`src/rtl/wb_audio_stream.sv`:
```
// -----------------------------------------------------------------------------
// wb_audio_stream
// Wishbone-controlled audio frame FIFO feeding a codec.
//
// Software fills per-channel staging registers; writing the last channel pushes
// the whole staged frame into a FIFO.  The codec side pops frames with a
// valid/ready handshake.  A level interrupt signals FIFO low-water or a sticky
// error (underrun / overflow).
//
// Ports
//   clk, rst            system clock, synchronous active-high reset
//   wb_adr_i[31:0]      bus address
//   wb_dat_i[31:0]      write data
//   wb_sel_i[3:0]       byte lane enables
//   wb_stb_i, wb_we_i   strobe, write enable
//   wb_dat_o[31:0]      read data, valid with wb_ack_o
//   wb_ack_o            one-cycle acknowledge
//   frame_o             FIFO head frame, channel 0 in the LSBs
//   frame_valid_o       frame_o holds a valid frame
//   frame_ready_i       codec consumes the head frame when high with valid
//   codec_init_done_i   codec configuration complete (status only)
//   irq_o               level interrupt
// -----------------------------------------------------------------------------
module wb_audio_stream #(
    parameter int          NUM_CH     = 2,
    parameter int          SAMPLE_W   = 24,
    parameter int          FIFO_DEPTH = 16,
    parameter logic [31:0] BASE_ADDR  = 32'h9000_0000
) (
    input  logic                       clk,
    input  logic                       rst,
    input  logic [31:0]                wb_adr_i,
    input  logic [31:0]                wb_dat_i,
    input  logic [3:0]                 wb_sel_i,
    input  logic                       wb_stb_i,
    input  logic                       wb_we_i,
    output logic [31:0]                wb_dat_o,
    output logic                       wb_ack_o,
    output logic [NUM_CH*SAMPLE_W-1:0] frame_o,
    output logic                       frame_valid_o,
    input  logic                       frame_ready_i,
    input  logic                       codec_init_done_i,
    output logic                       irq_o
);

    localparam int FRAME_W = NUM_CH * SAMPLE_W;
    localparam int AW      = $clog2(FIFO_DEPTH);
    localparam int CW      = AW + 1;
    localparam logic [CW-1:0] DEPTH_C = CW'(FIFO_DEPTH);

    // Merge the enabled byte lanes of a bus word into a sample; lanes beyond
    // SAMPLE_W fall off when the result is truncated.
    function automatic logic [SAMPLE_W-1:0] merge_bytes(
        input logic [SAMPLE_W-1:0] old_val,
        input logic [31:0]         dat,
        input logic [3:0]          sel
    );
        logic [31:0] w;
        w = 32'd0;
        w[SAMPLE_W-1:0] = old_val;
        for (int b = 0; b < 4; b++) begin
            if (sel[b]) begin
                w[8*b +: 8] = dat[8*b +: 8];
            end else begin
                w[8*b +: 8] = w[8*b +: 8];
            end
        end
        return w[SAMPLE_W-1:0];
    endfunction

    // Registers
    logic                ack_q,      ack_d;
    logic [31:0]         dat_q,      dat_d;
    logic                enable_q,   enable_d;
    logic                irq_en_q,   irq_en_d;
    logic [7:0]          thresh_q,   thresh_d;
    logic                underrun_q, underrun_d;
    logic                overflow_q, overflow_d;
    logic                irq_q,      irq_d;
    logic [CW-1:0]       count_q,    count_d;
    logic [AW-1:0]       wr_ptr_q,   wr_ptr_d;
    logic [AW-1:0]       rd_ptr_q,   rd_ptr_d;
    logic                valid_q,    valid_d;
    logic [FRAME_W-1:0]  frame_q,    frame_d;
    logic [SAMPLE_W-1:0] stage_q [NUM_CH];
    logic [SAMPLE_W-1:0] stage_d [NUM_CH];
    logic [FRAME_W-1:0]  mem_q   [FIFO_DEPTH];

    // Combinational helpers
    logic [31:0]         off_s;
    logic [31:0]         ch_word_s;
    logic                access_s, wr_s, rd_s;
    logic                sel_status_s, sel_ctrl_s, sel_thresh_s, sel_ch_s;
    logic                flush_s, w1c_und_s, w1c_ovf_s;
    logic [SAMPLE_W-1:0] stage_mrg_s [NUM_CH];
    logic [FRAME_W-1:0]  push_frame_s;
    logic                push_req_s, push_ok_s, pop_s, full_s, empty_s;
    logic                underrun_set_s, overflow_set_s;
    logic [31:0]         cnt_ext_s;
    logic [7:0]          fill_s;
    logic [31:0]         rdata_s;

    // Address decode; an access is accepted only when no ack is outstanding.
    always_comb begin
        off_s        = wb_adr_i - BASE_ADDR;
        ch_word_s    = (off_s - 32'h0000_0010) >> 2;
        access_s     = wb_stb_i && !ack_q;
        wr_s         = access_s && wb_we_i;
        rd_s         = access_s && !wb_we_i;
        sel_status_s = (off_s == 32'h0000_0000);
        sel_ctrl_s   = (off_s == 32'h0000_0004);
        sel_thresh_s = (off_s == 32'h0000_0008);
        sel_ch_s     = (off_s >= 32'h0000_0010) &&
                       (off_s < (32'h0000_0010 + 32'(4 * NUM_CH))) &&
                       (off_s[1:0] == 2'b00);
    end

    // Control register writes, flush strobe and W1C strobes.
    always_comb begin
        enable_d  = enable_q;
        irq_en_d  = irq_en_q;
        thresh_d  = thresh_q;
        flush_s   = wr_s && sel_ctrl_s && wb_sel_i[0] && wb_dat_i[2];
        w1c_und_s = wr_s && sel_status_s && wb_sel_i[0] && wb_dat_i[3];
        w1c_ovf_s = wr_s && sel_status_s && wb_sel_i[0] && wb_dat_i[4];
        if (wr_s && sel_ctrl_s && wb_sel_i[0]) begin
            enable_d = wb_dat_i[0];
            irq_en_d = wb_dat_i[1];
        end else begin
            enable_d = enable_q;
            irq_en_d = irq_en_q;
        end
        if (wr_s && sel_thresh_s && wb_sel_i[0]) begin
            thresh_d = wb_dat_i[7:0];
        end else begin
            thresh_d = thresh_q;
        end
    end

    // Staging registers; the pushed frame includes the bytes written this cycle.
    always_comb begin
        push_frame_s = {FRAME_W{1'b0}};
        for (int k = 0; k < NUM_CH; k++) begin
            if (wr_s && sel_ch_s && (ch_word_s == 32'(k))) begin
                stage_mrg_s[k] = merge_bytes(stage_q[k], wb_dat_i, wb_sel_i);
            end else begin
                stage_mrg_s[k] = stage_q[k];
            end
            push_frame_s[k*SAMPLE_W +: SAMPLE_W] = stage_mrg_s[k];
            if (flush_s) begin
                stage_d[k] = {SAMPLE_W{1'b0}};
            end else begin
                stage_d[k] = stage_mrg_s[k];
            end
        end
        push_req_s = wr_s && sel_ch_s && (ch_word_s == 32'(NUM_CH - 1)) &&
                     (wb_sel_i != 4'b0000);
    end

    // FIFO pointers, occupancy, sticky flags and the registered head frame.
    always_comb begin
        full_s         = (count_q == DEPTH_C);
        empty_s        = (count_q == {CW{1'b0}});
        // A flush discards any pop requested in the same cycle.
        pop_s          = valid_q && frame_ready_i && !flush_s;
        // When full, a push only fits if a pop frees a slot on the same edge.
        push_ok_s      = push_req_s && (!full_s || pop_s);
        overflow_set_s = push_req_s && full_s && !pop_s;
        underrun_set_s = frame_ready_i && enable_q && empty_s;
        wr_ptr_d       = wr_ptr_q;
        rd_ptr_d       = rd_ptr_q;
        count_d        = count_q;
        if (flush_s) begin
            wr_ptr_d = {AW{1'b0}};
            rd_ptr_d = {AW{1'b0}};
            count_d  = {CW{1'b0}};
        end else begin
            if (push_ok_s) begin
                wr_ptr_d = wr_ptr_q + AW'(1);
            end else begin
                wr_ptr_d = wr_ptr_q;
            end
            if (pop_s) begin
                rd_ptr_d = rd_ptr_q + AW'(1);
            end else begin
                rd_ptr_d = rd_ptr_q;
            end
            case ({push_ok_s, pop_s})
                2'b10:   count_d = count_q + CW'(1);
                2'b01:   count_d = count_q - CW'(1);
                default: count_d = count_q;
            endcase
        end
        // A set event wins over a same-cycle W1C.
        underrun_d = (underrun_q && !w1c_und_s) || underrun_set_s;
        overflow_d = (overflow_q && !w1c_ovf_s) || overflow_set_s;
        valid_d    = enable_d && (count_d != {CW{1'b0}});
        // Head frame as it will be after this edge; a push into an empty FIFO
        // lands in the slot that becomes the head, so bypass the memory.
        if (count_d == {CW{1'b0}}) begin
            frame_d = {FRAME_W{1'b0}};
        end else if (push_ok_s && (wr_ptr_q == rd_ptr_d)) begin
            frame_d = push_frame_s;
        end else begin
            frame_d = mem_q[rd_ptr_d];
        end
        irq_d = (irq_en_q && enable_q && ({24'd0, thresh_q} >= 32'(count_q))) ||
                (irq_en_q && (underrun_q || overflow_q));
    end

    // Read data mux and acknowledge.
    always_comb begin
        cnt_ext_s = 32'(count_q);
        // Fill field is 8 bits wide; a 256-deep FIFO that is full reads 255.
        fill_s    = (cnt_ext_s > 32'd255) ? 8'hFF : cnt_ext_s[7:0];
        rdata_s   = 32'd0;
        if (sel_status_s) begin
            rdata_s = {8'd0, fill_s, 11'd0, overflow_q, underrun_q, empty_s,
                       codec_init_done_i, full_s};
        end else if (sel_ctrl_s) begin
            rdata_s = {30'd0, irq_en_q, enable_q};
        end else if (sel_thresh_s) begin
            rdata_s = {24'd0, thresh_q};
        end else if (sel_ch_s) begin
            for (int k = 0; k < NUM_CH; k++) begin
                if (ch_word_s == 32'(k)) begin
                    rdata_s[SAMPLE_W-1:0] = stage_q[k];
                end else begin
                    rdata_s = rdata_s;
                end
            end
        end else begin
            rdata_s = 32'd0;
        end
        ack_d = access_s;
        dat_d = rd_s ? rdata_s : 32'd0;
    end

    // State registers with synchronous reset.
    always_ff @(posedge clk) begin
        if (rst) begin
            ack_q      <= 1'b0;
            dat_q      <= 32'd0;
            enable_q   <= 1'b0;
            irq_en_q   <= 1'b0;
            thresh_q   <= 8'd0;
            underrun_q <= 1'b0;
            overflow_q <= 1'b0;
            irq_q      <= 1'b0;
            count_q    <= {CW{1'b0}};
            wr_ptr_q   <= {AW{1'b0}};
            rd_ptr_q   <= {AW{1'b0}};
            valid_q    <= 1'b0;
            frame_q    <= {FRAME_W{1'b0}};
            for (int k = 0; k < NUM_CH; k++) begin
                stage_q[k] <= {SAMPLE_W{1'b0}};
            end
        end else begin
            ack_q      <= ack_d;
            dat_q      <= dat_d;
            enable_q   <= enable_d;
            irq_en_q   <= irq_en_d;
            thresh_q   <= thresh_d;
            underrun_q <= underrun_d;
            overflow_q <= overflow_d;
            irq_q      <= irq_d;
            count_q    <= count_d;
            wr_ptr_q   <= wr_ptr_d;
            rd_ptr_q   <= rd_ptr_d;
            valid_q    <= valid_d;
            frame_q    <= frame_d;
            for (int k = 0; k < NUM_CH; k++) begin
                stage_q[k] <= stage_d[k];
            end
        end
    end

    // Frame storage; contents need no reset because the pointers gate them.
    always_ff @(posedge clk) begin
        if (!rst && push_ok_s) begin
            mem_q[wr_ptr_q] <= push_frame_s;
        end
    end

    assign wb_ack_o      = ack_q;
    assign wb_dat_o      = dat_q;
    assign frame_o       = frame_q;
    assign frame_valid_o = valid_q;
    assign irq_o         = irq_q;

endmodule

```
`config.mk`:
```
export PLATFORM = sky130hd
export DESIGN_NAME = wb_audio_stream
export DESIGN_NICKNAME = d
export VERILOG_FILES = /design/src/rtl/wb_audio_stream.sv
export SDC_FILE = /design/constraint.sdc
export NUM_CORES = 1
export LEC_CHECK = 0
export CAP_MARGIN = 20
export CORE_MARGIN = 2
export CORE_UTILIZATION = 45
export CTS_BUF_LIST = sky130_fd_sc_hd__clkbuf_2 sky130_fd_sc_hd__clkbuf_4 sky130_fd_sc_hd__clkbuf_8
export DETAILED_ROUTE_END_ITERATION = 12
export PLACE_DENSITY_LB_ADDON = 0.08
export SLEW_MARGIN = 20
export SYNTH_ARGS = -nofsm -noshare
export SYNTH_HDL_FRONTEND = slang
export SYNTH_SLANG_ARGS = --single-unit
```
`constraint.sdc`:
```
create_clock -name clk -period 9.2 [get_ports clk]
set_clock_uncertainty 0.2 [all_clocks]
set_input_delay 1.84 -clock clk [delete_from_list [all_inputs] [get_ports clk]]
set_output_delay 1.84 -clock clk [all_outputs]
set_load 0.01 [all_outputs]
```
==> impl_results.md <==
* Outcome: completed
* Max-cap viol count at 0
* Cells after DPL at 3816
* Worst-Skew Late Latency at 0.83 ns
* Slew Viols, Final at 0
* Post-CTS sizing at 0
* Drt total wl at about 110000 um
* Lkg Pwr at approximately 0.016 uW
* Via count at around 24000
* I/O pin cnt at 157
* Crit path time final at 6.81 ns
* Routed Antenna Nets at 0
* Post-Syn Instances at 2742
* Register area share after synthesis at 71.2%
* FILL cells at 6751
* Mean post-synth cell area at about 13 um^2
* Share of layout cells above drive strength 1 at 13.9%
* Clk buf depth at 3
* First-pass iteration count of the detailed router at 7
* Layout area overhead at 16.1%
* Fin cells at 4102
* Die area at 83500 um^2
* Endpoint class of the critical path: flip-flop
* Starting Density at 45.5%
* Synth top area cells: edfxtp_1 63%, dfxtp_1 8.1%, nand2_1 3.9%, mux2i_1 2.7%, nor2_1 2.6%
* Critical path arrival at a little over 7 ns
* Critical Path RT at slightly below 10 ns
* Largest net degree at the start of global routing at 118
* Final Hold Viols at 0
* Synth Cell Area at 36600 um^2
* Post-CTS Setup Repair Bufs at 0
* EDFF count, synth at 768
* Die height at 289 um
* CTS tree: yes
* Root buffer cell: clkbuf_8
* DP HPWL at between 50000 and 60000 um
* Worst vdd ir at 0.115 mV
* Number of global-route vias before repair at roughly 24000
* GRT Resource Usage Total at 26.0%
* CTS HTree Levels at 4
* Hold-fix buffers, CTS at 0
* Max_slew headroom at ~23%
* Port buffer count at 140
* Max frequency at approximately 150 MHz
* CP max FO at 35
* Yosys top cell area share at 63.1%
* CP peak stage delay at 0.60 ns
* CP Launch Type: input pin
* Period utilisation layout at 74.1%
* Commonest cells in the netlist: 768 x edfxtp_1, 381 x nand2_1, 256 x nor2_1, 148 x dfxtp_1, 145 x clkbuf_1
* Unrepaired setup endpoints after global routing: no
* Setup_tns at 0 ns
* Least-Margin Pin Slew at 1.16 ns
* Initial DRC Count at 1974
* Async SR Flop Fraction at 0%
* Setup Viol. Count Final at 0
* Core Util, Final at ~53%
* Worst-path cell chain: clkdlybuf4s50_1, inv_1, ha_1, xnor2_1, nand4_1, o31ai_1, and3_1, nand4_4, o21ai_0, inv_1, ha_1, a21o_1, a21oi_1, xnor2_1, nor3_1, nor2_1, mux2i_1, o211ai_1, a21oi_4, buf_12, nor3_1
* Yosys cell types at 76
* CP max-delay cell: clkdlybuf4s50_1
* Sink Count at 916
* Initial antenna violation count at 1
* First-pass GRT wire length at 158000 um
* Nets at ~3000
* Crit Path Class: in -> reg
* Synth warn at 0
* Avg WL per Cell at 26.6 um
* Most common cell in the synthesized netlist: edfxtp_1
* Core Region at roughly 80000 um^2
* Vias per cell at around 5.9
* Core Rows at 104
* GP Congestion at between 0.8 and 0.9
* Post-synth top flop: edfxtp_1
* CTS Buf Count at 154
* Drt drc at 0
* GRT overflow at 0
* Power per Cell Area at 193 nW/um^2
* #FFs+latches synth at 916
* Die X-Extent at about 290 um
* HP Class: reg -> reg
* Leading area contributor after synthesis: edfxtp_1
* Clock slew at reported path FFs at 0.06 ns
worst paths after layout:
path,from,endpoint,slack [ns],cells after the start
hold / removal,thresh_q[0]$_SDFFE_PP0P_,thresh_q[0]$_SDFFE_PP0P_,0.31,2
setup reg to reg,wb_ack_o$_SDFF_PP0_,frame_o[17]$_SDFF_PP0_,4.09,17
setup / recovery,wb_adr_i[28],frame_o[17]$_SDFF_PP0_,2.39,21
hold reg to reg,thresh_q[0]$_SDFFE_PP0P_,thresh_q[0]$_SDFFE_PP0P_,0.31,2
through the flow:
stage                     power (uW)  area, um^2  setup WS [ns]  hold WS (ns)
after floorplan                 4550       36600          0.199         0.244
after global placement          4600       39200           1.70         0.274
after detailed placement        4600       39200           1.67         0.289
after CTS                       8270       42400           2.50         0.299
after global routing            8460       42400           1.96         0.320
final                           8200       42400           2.39         0.305
routing by layer:
| layer | up-vias | GRT usage [%] | routed length, um |
|---|---|---|---|
| li1 | 10700 | - | - |
| met5 | - | 0 | 0 |
| met3 | 177 | 4.28 | 7140 |
| met4 | 0 | 8.79 | 2830 |
| met2 | 932 | 43.3 | 52700 |
| met1 | 12300 | 34.9 | 46600 |
critical path: cells and delay by family:
family,cells,cell delay (ns)
xor+xnor,2,0.44
compound gates,6,1.85
simple gates,6,1.19
mux,1,0.16
buf+inv,4,1.14
fa+ha+maj,2,0.55
final cells by class:
type / count / area [um^2] / share of cell area (%)
Antenna cell: 1 / 2.50 / 0.00590
Clock buffer: 224 / 2750 / 6.48
Clock inverter: 60 / 433 / 1.02
Inverter: 69 / 259 / 0.610
Multi-Input combinational cell: 1574 / 9770 / 23.0
Sequential cell: 916 / 26000 / 61.3
Tap cell: 1060 / 1330 / 3.13
Timing Repair Buffer: 198 / 1880 / 4.42
state kept, by name, summed over array words and instances, names as in the netlist:
name	flops
frame_valid_o	1
thresh_q	8
enable_q	1
count_q	5
irq_en_q	1
rd_ptr_q	4
wb_ack_o	1
mem_q	768
overflow_q	1
underrun_q	1
irq_o	1
frame_o	48
stage_q	48
wb_dat_o	24
wr_ptr_q	4
power breakdown:
part / switching (uW) / internal (uW) / leakage [uW]
clock network: 1680 / 2010 / 0.00168
registers: 0.134 / 4430 / 0.00990
logic: 47.4 / 37.1 / 0.00461
total: 1720 / 6480 / 0.0162
cell usage in the layout (no fill, tap or decap), types with 17 or more instances in the layout:
cell	instances
o211ai_1	17
o21ai_0	26
a21oi_1	87
a31oi_1	110
nor3_1	55
o221ai_1	64
buf_4	55
a221o_1	32
mux2_2	43
o311ai_0	32
a211oi_1	19
mux2i_1	99
and3_1	36
clkbuf_8	171
a211o_1	17
o22ai_1	61
clkdlybuf4s50_1	139
clkinv_1	34
nor2_1	240
edfxtp_1	768
dfxtp_1	148
clkbuf_4	53
inv_1	69
nand3_1	62
nand2_1	377
kinds of logic after synthesis:
group                    Yosys count  share of synthesized area, %
buffers and inverters            259                          2.87
adder cells (fa/ha/maj)           17                         0.602
AND/OR/NAND/NOR                  865                          10.5
other                              1                        0.0103
multiplexers                     151                          4.43
XOR/XNOR                          17                         0.428
flip-flops                       916                          71.2
AO/OA/AOI/OAI                    516                          9.98
(Power assumes the default switching activity.)
